## config.mk

```make
export PLATFORM = sky130hd
export DESIGN_NAME = prog_truth_table
export DESIGN_NICKNAME = d
export VERILOG_FILES = /design/src/rtl/truth_table_pkg.sv /design/src/rtl/hold_filter.sv /design/src/rtl/prog_truth_table.sv
export SDC_FILE = /design/constraint.sdc
export NUM_CORES = 1
export LEC_CHECK = 0
export CAP_MARGIN = 30
export CORE_MARGIN = 1.5
export CORE_UTILIZATION = 52
export DETAILED_ROUTE_END_ITERATION = 6
export HOLD_SLACK_MARGIN = 0.05
export PLACE_DENSITY = 0.82
export SYNTH_ARGS = -nofsm -noshare
export SYNTH_HDL_FRONTEND = slang
export SYNTH_SLANG_ARGS = --single-unit
```

## constraint.sdc

```tcl
create_clock -name clk -period 2.3 [get_ports clk]
set_clock_uncertainty 0.2 [all_clocks]
set_input_delay 0.575 -clock clk [delete_from_list [all_inputs] [get_ports clk]]
set_output_delay 0.575 -clock clk [all_outputs]
set_load 0.02 [all_outputs]
```

## src/rtl/truth_table_pkg.sv

```systemverilog
// Shared types and helpers for the programmable truth-table gate.
package truth_table_pkg;

  localparam int unsigned MAX_N_IN = 6;

  typedef enum logic [1:0] {
    EMPTY,
    LOAD,
    RUN
  } state_e;

  function automatic int unsigned depth_of(input int unsigned n);
    return 2 ** n;
  endfunction

endpackage

```

## src/rtl/hold_filter.sv

```systemverilog
// Persistence filter: a new raw value must hold for HOLD+1 edges before it reaches out.
module hold_filter
  import truth_table_pkg::*;
#(
  parameter int unsigned HOLD = 2
) (
  input  logic clk,
  input  logic rst_n,
  input  logic en,
  input  logic raw,
  output logic out
);

  localparam int unsigned     HW     = (HOLD == 0) ? 1 : $clog2(HOLD + 1);
  localparam logic [HW-1:0]   HOLD_C = HW'(HOLD);

  logic          r_out;
  logic [HW-1:0] r_hcnt;

  always_ff @(posedge clk or negedge rst_n) begin
    if (!rst_n) begin
      r_out  <= 1'b0;
      r_hcnt <= '0;
    end else if (!en) begin
      r_out  <= 1'b0;
      r_hcnt <= '0;
    end else if (raw == r_out) begin
      r_hcnt <= '0;
    end else if (r_hcnt == HOLD_C) begin
      r_out  <= raw;
      r_hcnt <= '0;
    end else begin
      r_hcnt <= r_hcnt + 1'b1;
    end
  end

  assign out = r_out;

endmodule

```

## src/rtl/prog_truth_table.sv

```systemverilog
// Run-time programmable N_IN-input Boolean gate; table loaded serially, output hold-filtered.
module prog_truth_table
  import truth_table_pkg::*;
#(
  parameter int unsigned N_IN = 3,
  parameter int unsigned HOLD = 2
) (
  input  logic            clk,
  input  logic            rst_n,
  input  logic [N_IN-1:0] in,
  input  logic            cfg_start,
  input  logic            cfg_valid,
  input  logic            cfg_bit,
  output logic            cfg_ready,
  output logic            cfg_done,
  output logic            table_valid,
  output logic            out
);

  localparam int unsigned D = depth_of(N_IN);

  state_e          r_state;
  state_e          w_next;
  logic [D-1:0]    r_table;
  logic [N_IN-1:0] r_cnt;
  logic            r_done;
  logic            w_beat;
  logic            w_last;
  logic            w_run;
  logic            w_raw;
  logic            w_filt;

  always_ff @(posedge clk or negedge rst_n) begin
    if (!rst_n) r_state <= EMPTY;
    else        r_state <= w_next;
  end

  always_comb begin
    w_next    = r_state;
    w_run     = (r_state == RUN);
    cfg_ready = (r_state == LOAD) && !cfg_start;
    w_beat    = cfg_valid && cfg_ready;
    w_last    = (r_cnt == '1);
    case (r_state)
      EMPTY:   if (cfg_start) w_next = LOAD;
      LOAD:    if (w_beat && w_last) w_next = RUN;
      RUN:     if (cfg_start) w_next = LOAD;
      default: w_next = EMPTY;
    endcase
  end

  // D-1-x equals ~x because D-1 is all ones at N_IN bits wide.
  always_ff @(posedge clk or negedge rst_n) begin
    if (!rst_n) begin
      r_table <= '0;
      r_cnt   <= '0;
      r_done  <= 1'b0;
    end else begin
      r_done <= w_beat && w_last;
      if (cfg_start) begin
        r_cnt <= '0;
      end else if (w_beat) begin
        r_table[~r_cnt] <= cfg_bit;
        r_cnt           <= w_last ? '0 : r_cnt + 1'b1;
      end
    end
  end

  assign w_raw = r_table[~in];

  hold_filter #(
    .HOLD(HOLD)
  ) u_hold (
    .clk   (clk),
    .rst_n (rst_n),
    .en    (w_run),
    .raw   (w_raw),
    .out   (w_filt)
  );

  // The filter register clears one edge after leaving RUN, so gate it for the first LOAD cycle.
  assign out         = w_filt & w_run;
  assign table_valid = w_run;
  assign cfg_done    = r_done;

endmodule

```

### After elaboration in Yosys (flattened, before gate mapping)

Index checks and enable logic that the tools add are counted.
Widths: inputs -> output; s select.

* $add $sub $neg: 2
* magnitude comparators: 3
* eq/ne operators: 9
* multiplexer cells: 17
* bitwise gates (word level): 4
* reductions and logical operators: 11

Operators with widths (count)
* $mux 2: 5
* $mux 3: 3
* $bwmux 8: 1
* $lt 3x4->1 const B: 2
* $not 3->3: 2
* $reduce_and 2->1: 3
* $mux 1: 5
* $eq 2x2->1 const B: 2
* $logic_and 1x1->1: 4
* $ne 2x1->1 const B: 2
* $ne 2x2->1 const B: 2
* $pmux 2 s2: 1
* $add 3x1->3 const B: 1
* $bmux 1 s3: 1
* $demux 1 s3: 1
* $eq 3x3->1 const B: 1
* $ge 3x1->1 const B: 1
* $add 2x1->2 const B: 1
* $eq 2x1->1 const B: 1
* $logic_not 2->1: 1
* $reduce_bool 2->1: 1
* $reduce_or 2->1: 1
* $and 1x1->1: 1
* $eq 1x1->1: 1
* 2 further kinds: 2

* flip-flop bits (word level): 17
* input bits: 8
* output and inout port bits: 4
* logic and storage cells: 52

### Logic depth before layout (Yosys ltp)

Gate-level depths: netlist of the first run.

* depth in word-level cells: 6
* gate-level depth with buffers: 5

### By module

From an unflattened synthesis of the first run, not the netlist that was laid out.

* cell total of the unflattened synthesis: 71
* area, all modules: 895.9 sq um

Modules (own cells, without submodules)
* prog_truth_table: times used 1, cells each 61, area each 767.0 sq um, seq. area each 350.3 sq um
* hold_filter: times used 1, cells each 10, area each 128.9 sq um, seq. area each 75.1 sq um

### Worst setup path before layout of the first run

Ideal clock, no wire load.

* path kind: input to output
* start: in cfg_start
* end: out cfg_ready
* arrival time: 1.135 ns
* required time: 1.525 ns
* slack: 0.390 ns
* stages on the path: 1
* cell sequence: nor3b_1

* word-level cells in the longest chain between the ends: 2

Ends and longest elaborated chain
* from (decl): RTL line prog_truth_table.sv:11 `input logic cfg_start,`
* $logic_not 1->1: RTL line prog_truth_table.sv:41 `cfg_ready = (r_state == LOAD) && !cfg_start;`
* $logic_and 1x1->1: RTL line prog_truth_table.sv:41
* to (decl): RTL line prog_truth_table.sv:14 `output logic cfg_ready,`

No other way between the ends.

### Worst setup path after layout of the first run

Same ends and word-level chain as after synthesis.

==> flow_summary.json, run 1 <==
{
  "crit_buf_inv": 2,
  "worstPathCellList": "clkdlybuf4s50_1, nor3b_1, buf_2",
  "synth-warning-count": 0,
  "postSynthNetCount": 89,
  "synth-edff-count": 0,
  "wl_um": 1590,
  "final_layout_size_suffix_gt1_share_pct": 28.7,
  "synth_area_sq_um": 886,
  "utilization_pct": 72.0,
  "cts_buffers": 3,
  "routed_via_density": 5.78,
  "antenna_found_initial": 0,
  "p_clk_share_pct": 24.8,
  "relSlewSlack_pct": 79.1,
  "hpwlAfterDp_um": 1270,
  "crit_fanout": 2,
  "row_count": 14,
  "setup_slack_ns": 0.0909,
  "min_path_type": "flip-flop to flip-flop",
  "fill_cells": 119,
  "seqPwrFrac_pct": 57.1,
  "drc_errors": 0,
  "die_area_sq_um": 1960,
  "async_flop_share_pct": 100,
  "clock_path_buffers": 2,
  "post-route-period-util_pct": 96.0,
  "maxCapViolations": 0,
  "wl_per_cell_um": 13.6,
  "max_stage_delay_ns": 0.42,
  "grt_pass1_vias": 634,
  "cts-htree-levels": 1,
  "switchingPower_mw": 0.159,
  "grt.total_usage_pct": 19.5,
  "ys.flop_type": "dfrtp_1",
  "placement.io_buffers": 11,
  "arrival_ns": 1.43,
  "grt_pass1_wl_um": 2810,
  "place_ws_ns": -0.374,
  "postRouteAntennaNets": 0,
  "placed_area_sq_um": 1070,
  "ys_types": 26,
  "syn_to_final_growth_pct": 25.3,
  "synth_seq_cells": 17,
  "worst_setup_path_start_kind": "input port",
  "swShare_pct": 25.5,
  "mostFrequentLayoutCells": "17 x dfrtp_1, 8 x mux2_2, 8 x clkdlybuf4s50_1",
  "clk_latency_ns": 0.29,
  "peakVddDrop_v": 0.000466,
  "start_util_pct": 57.5,
  "dr.pass1.iters": 4,
  "status": "complete, no violations",
  "rsz0062_at_grt": "true",
  "cp_top_family": "buffers and inverters",
  "nets": 112,
  "finalHoldViolCount": 0,
  "syn_inst": 79,
  "clk_pin_slew_ns": 0.09,
  "num_antenna_cells": 0,
  "clkSinkCount": 17,
  "crit_type": "input port to output port",
  "cp.required_ns": 1.52,
  "synth_area_per_cell_sq_um": 11.2,
  "io_pins": 12,
  "route.vias.total": 676,
  "period_minus_slack_ns": 2.21,
  "intPower_mw": 0.464,
  "p_leak_nw": 0.496,
  "drv_slew": 0,
  "slowest_stage": "clkdlybuf4s50_1",
  "gp_congestion": 0.738,
  "final_area_sq_um": 1110,
  "p_per_area_nw_per_um2": 561,
  "overflow": 0,
  "die-width_um": 44.3,
  "post_cts_buffers": 0,
  "grt_max_degree": 18,
  "worstSetupEndpointType": "output port",
  "coreArea_sq_um": 1540,
  "cts_tree": "yes",
  "tightest_slew_ns": 0.314,
  "synth_seq_area_share_pct": 48.0,
  "die_h_um": 44.3,
  "cts-root-buf": "clkbuf_4",
  "first_iter_violations": 7,
  "setup_viol": 0,
  "fmax_ghz": 0.453,
  "p_comb_share_pct": 18.1,
  "final_common_cell": "dfrtp_1"
}
==> worst reg2reg max path, delay by kind of cell (launching register included) <==
family	cells	cell delay [ns]
and+or+nand+nor	3	0.70
muxes	1	0.36
DFF	1	0.43
==> repair_timing <==
| action | in CTS | in global routing |
|---|---|---|
| cloned | 0 | 0 |
| resized for setup | 7 | 5 |
| endpoints found under the setup margin | 3 | 4 |
| hold buffers | 0 | 0 |
==> metrics by stage <==
| step | instances | power (mW) | setup TNS (ns) | hold slack [ns] |
|---|---|---|---|---|
| 2_1_floorplan | 79 | 0.418 | 0 | 0.0794 |
| 3_3_place_gp | 113 | 0.467 | -1.41 | 0.292 |
| 3_5_place_dp | 113 | 0.474 | -1.80 | 0.302 |
| 4_1_cts | 117 | 0.624 | 0 | 0.323 |
| 5_1_grt | 117 | 0.655 | -0.00664 | 0.343 |
| 6_report | 117 | 0.623 | 0 | 0.314 |
==> path summary, 6_finish.rpt <==
kind / start / endpoint / slack [ns] / cells past startpoint
setup / recovery: cfg_start / cfg_ready / 0.09 / 3
hold / removal: r_table[2] / r_table[2] / 0.31 / 1
setup reg to reg: r_state[1] / r_table[5] / 0.50 / 4
hold reg to reg: r_table[2] / r_table[2] / 0.31 / 1
max in group asynchronous: rst_n / r_table[6] / 1.32 / 2
min in group asynchronous: rst_n / r_cnt[1] / 0.40 / 2
==> Yosys cell counts, types with 2 or more instances <==
library cell	count	share of area, %
mux2i_1	3	3.4
nand2_1	7	3.0
nand2b_1	6	4.2
dfrtp_1	17	48
nor2b_1	3	2.1
ha_1	2	2.8
inv_1	2	0.85
nor2_1	4	1.7
o21ai_0	2	1.1
nor3b_1	6	5.1
nor3_1	3	1.7
mux2_2	8	10
a21oi_1	3	1.7
==> per-layer routing <==
layer	vias to the layer above	GRT usage [%]	wire length, um
met5	-	0	0
met3	2	2.45	34
met2	9	32.9	819
li1	340	-	-
met4	0	5.45	21
met1	325	26.6	718
==> state kept, by name (all words and copies together), names as in the netlist <==
name / flops
cfg_done: 1
r_cnt: 3
r_state: 2
r_table: 8
u_hold.out: 1
u_hold.r_hcnt: 2
==> layout make-up <==
type	count	area, sq um	area share, %
tap	16	20.0	1.80
multi-input combinational	60	475	42.8
inverter	2	7.51	0.676
sequential	17	425	38.3
clock buffer	4	26.3	2.37
timing repair buffer	18	155	14.0
==> logic make-up after synthesis <==
kind of cell / synth area share [%]
DFF: 48.0
AOI/OAI and AO/OA: 11.4
adders and majority gates: 2.82
and+or+nand+nor: 21.6
muxes: 15.3
buffers and inverters: 0.848
==> power by group through the flow <==
stage / logic [mW] / clock network (mW) / registers (mW)
floorplan: 0.0653 / 0 / 0.352
CTS: 0.112 / 0.158 / 0.355
global placement: 0.108 / 0 / 0.359
detailed placement: 0.113 / 0 / 0.361
global route: 0.125 / 0.170 / 0.361
finish: 0.113 / 0.155 / 0.355
No activity file was read; power rests on OpenSTA's default activity.
==> inputs of run 2 (changes only) <==
--- a/config.mk
+++ b/config.mk
@@ -7,10 +7,10 @@
 export LEC_CHECK = 0
 export CAP_MARGIN = 30
 export CORE_MARGIN = 1.5
-export CORE_UTILIZATION = 52
+export CORE_UTILIZATION = 40
 export DETAILED_ROUTE_END_ITERATION = 6
 export HOLD_SLACK_MARGIN = 0.05
-export PLACE_DENSITY = 0.82
+export PLACE_DENSITY = 0.67
 export SYNTH_ARGS = -nofsm -noshare
 export SYNTH_HDL_FRONTEND = slang
 export SYNTH_SLANG_ARGS = --single-unit
==> run 2 against run 1 <==
Effect of this change:
- wire length fell by 2.4%
- critical path depth rose by 3
- die area rose by 28%
- fmax fell by 0.58%
- clock power fell by 4%
- worst hold slack got worse by 0.0024 ns
- largest cell class unchanged
==> flow_summary.json, run 2 (synthesized netlist as in run 1, its figures left out) <==
{
  "drc_errors": 0,
  "clk_pin_slew_ns": 0.09,
  "place_ws_ns": -0.384,
  "io_pins": 12,
  "syn_to_final_growth_pct": 25.7,
  "start_util_pct": 43.8,
  "die-width_um": 50.1,
  "overflow": 0,
  "cts-root-buf": "clkbuf_4",
  "dr.pass1.iters": 3,
  "cts_tree": "yes",
  "fmax_ghz": 0.450,
  "coreArea_sq_um": 2020,
  "clock_path_buffers": 2,
  "placed_cells": 125,
  "rsz0062_at_grt": "false",
  "status": "complete, no violations",
  "final_common_cell": "dfrtp_1",
  "setup_slack_ns": 0.0780,
  "cts_buffers": 3,
  "crit_fanout": 6,
  "placed_area_sq_um": 1090,
  "cts_hold_buf": 0,
  "wl_um": 1560,
  "cts-htree-levels": 1,
  "tns_ns": 0,
  "p_leak_nw": 0.497,
  "hpwlAfterDp_um": 1220,
  "finalHoldViolCount": 0,
  "gp_congestion": 0.786,
  "min_path_type": "flip-flop to flip-flop",
  "p_per_area_nw_per_um2": 552,
  "grt_pass1_wl_um": 2690,
  "placement.io_buffers": 11,
  "utilization_pct": 55.1,
  "routed_via_density": 5.19,
  "period_minus_slack_ns": 2.22,
  "top_register": "r_table",
  "final_area_sq_um": 1110,
  "num_antenna_cells": 0,
  "setup_viol": 0,
  "largest_reg_flops": 8,
  "finalPower_mw": 0.615,
  "row_count": 16,
  "die_area_sq_um": 2510,
  "maxCapViolations": 0,
  "worst_setup_path_start_kind": "input port",
  "worstSetupEndpointType": "flip-flop",
  "mostFrequentLayoutCells": "17 x dfrtp_1, 8 x mux2_2, 8 x clkdlybuf4s50_1, 8 x buf_4, 7 x nand2_1",
  "arrival_ns": 2.19,
  "grt_max_degree": 18,
  "fill_cells": 196,
  "first_iter_violations": 7,
  "grt.total_usage_pct": 14.4,
  "hold-worst-slack_ns": 0.311,
  "tightest_slew_ns": 0.354,
  "clkSinkCount": 17,
  "final_cells": 129,
  "route.vias.total": 670,
  "cp.required_ns": 2.27,
  "final_layout_size_suffix_gt1_share_pct": 25.5,
  "clk_latency_ns": 0.27,
  "peakVddDrop_v": 0.000291,
  "reg_top3": "r_table x8, r_cnt x3",
  "die_h_um": 50.1,
  "crit_type": "input port to flip-flop",
  "nets": 113,
  "post-route-period-util_pct": 96.6,
  "drv_slew": 0,
  "relSlewSlack_pct": 76.4,
  "grt_pass1_vias": 644,
  "wl_per_cell_um": 12.1,
  "antenna_found_initial": 0,
  "postRouteAntennaNets": 0
}
-- run 2: cell count changes in the layout (fill, tap and decap cells not counted), sizes merged --
cell / delta
buf: +1
-- run 2: critical path, cell delays in order --
cell and delay [ns]:
clkdlybuf4s50_1 0.43, buf_4 0.16, and4bb_2 0.31, nand2_1 0.11, nor3b_1 0.25, mux2_2 0.36
-- run 2: power by group --
group	switching, mW	internal (mW)	leakage (nW)	total [mW]
logic	0.0461	0.0654	0.258	0.111
registers	0.0235	0.331	0.224	0.354
clock network	0.0821	0.0672	0.0150	0.149
total	0.152	0.463	0.497	0.615
-- run 2: repair_timing --
action,CTS,global route
pin swaps,0,0
endpoints found under the setup margin,3,1
gates resized for setup,7,1
setup buffers,0,0
-- run 2: final timing paths --
| path | start | endpoint | slack, ns | cells past startpoint |
|---|---|---|---|---|
| setup / recovery | cfg_start | r_table[2] | 0.08 | 6 |
| hold / removal | r_table[6] | r_table[6] | 0.31 | 1 |
| setup reg to reg | r_state[1] | r_table[2] | 0.51 | 4 |
| hold reg to reg | r_table[6] | r_table[6] | 0.31 | 1 |
| max in group asynchronous | rst_n | cfg_done | 1.31 | 2 |
| min in group asynchronous | rst_n | r_state[0] | 0.41 | 2 |
-- run 2: final cells by class --
cell class              count  area, sq um  share of cell area [%]
repair buffers             19          163                    14.6
multi-input cells          60          458                    41.1
clock buffers               4         26.3                    2.36
well taps                  27         33.8                    3.03
flip-flops and latches     17          425                    38.2
inverters                   2         7.51                   0.674
-- run 2: metal layers --
metal	share of wire, %	wire length [um]	GRT usage, %	vias up
met5	0	0	0	-
li1	-	-	-	340
met3	2.6	41	1.82	2
met2	49	757	24.3	7
met1	48	741	18.1	321
met4	0.96	15	6.94	0
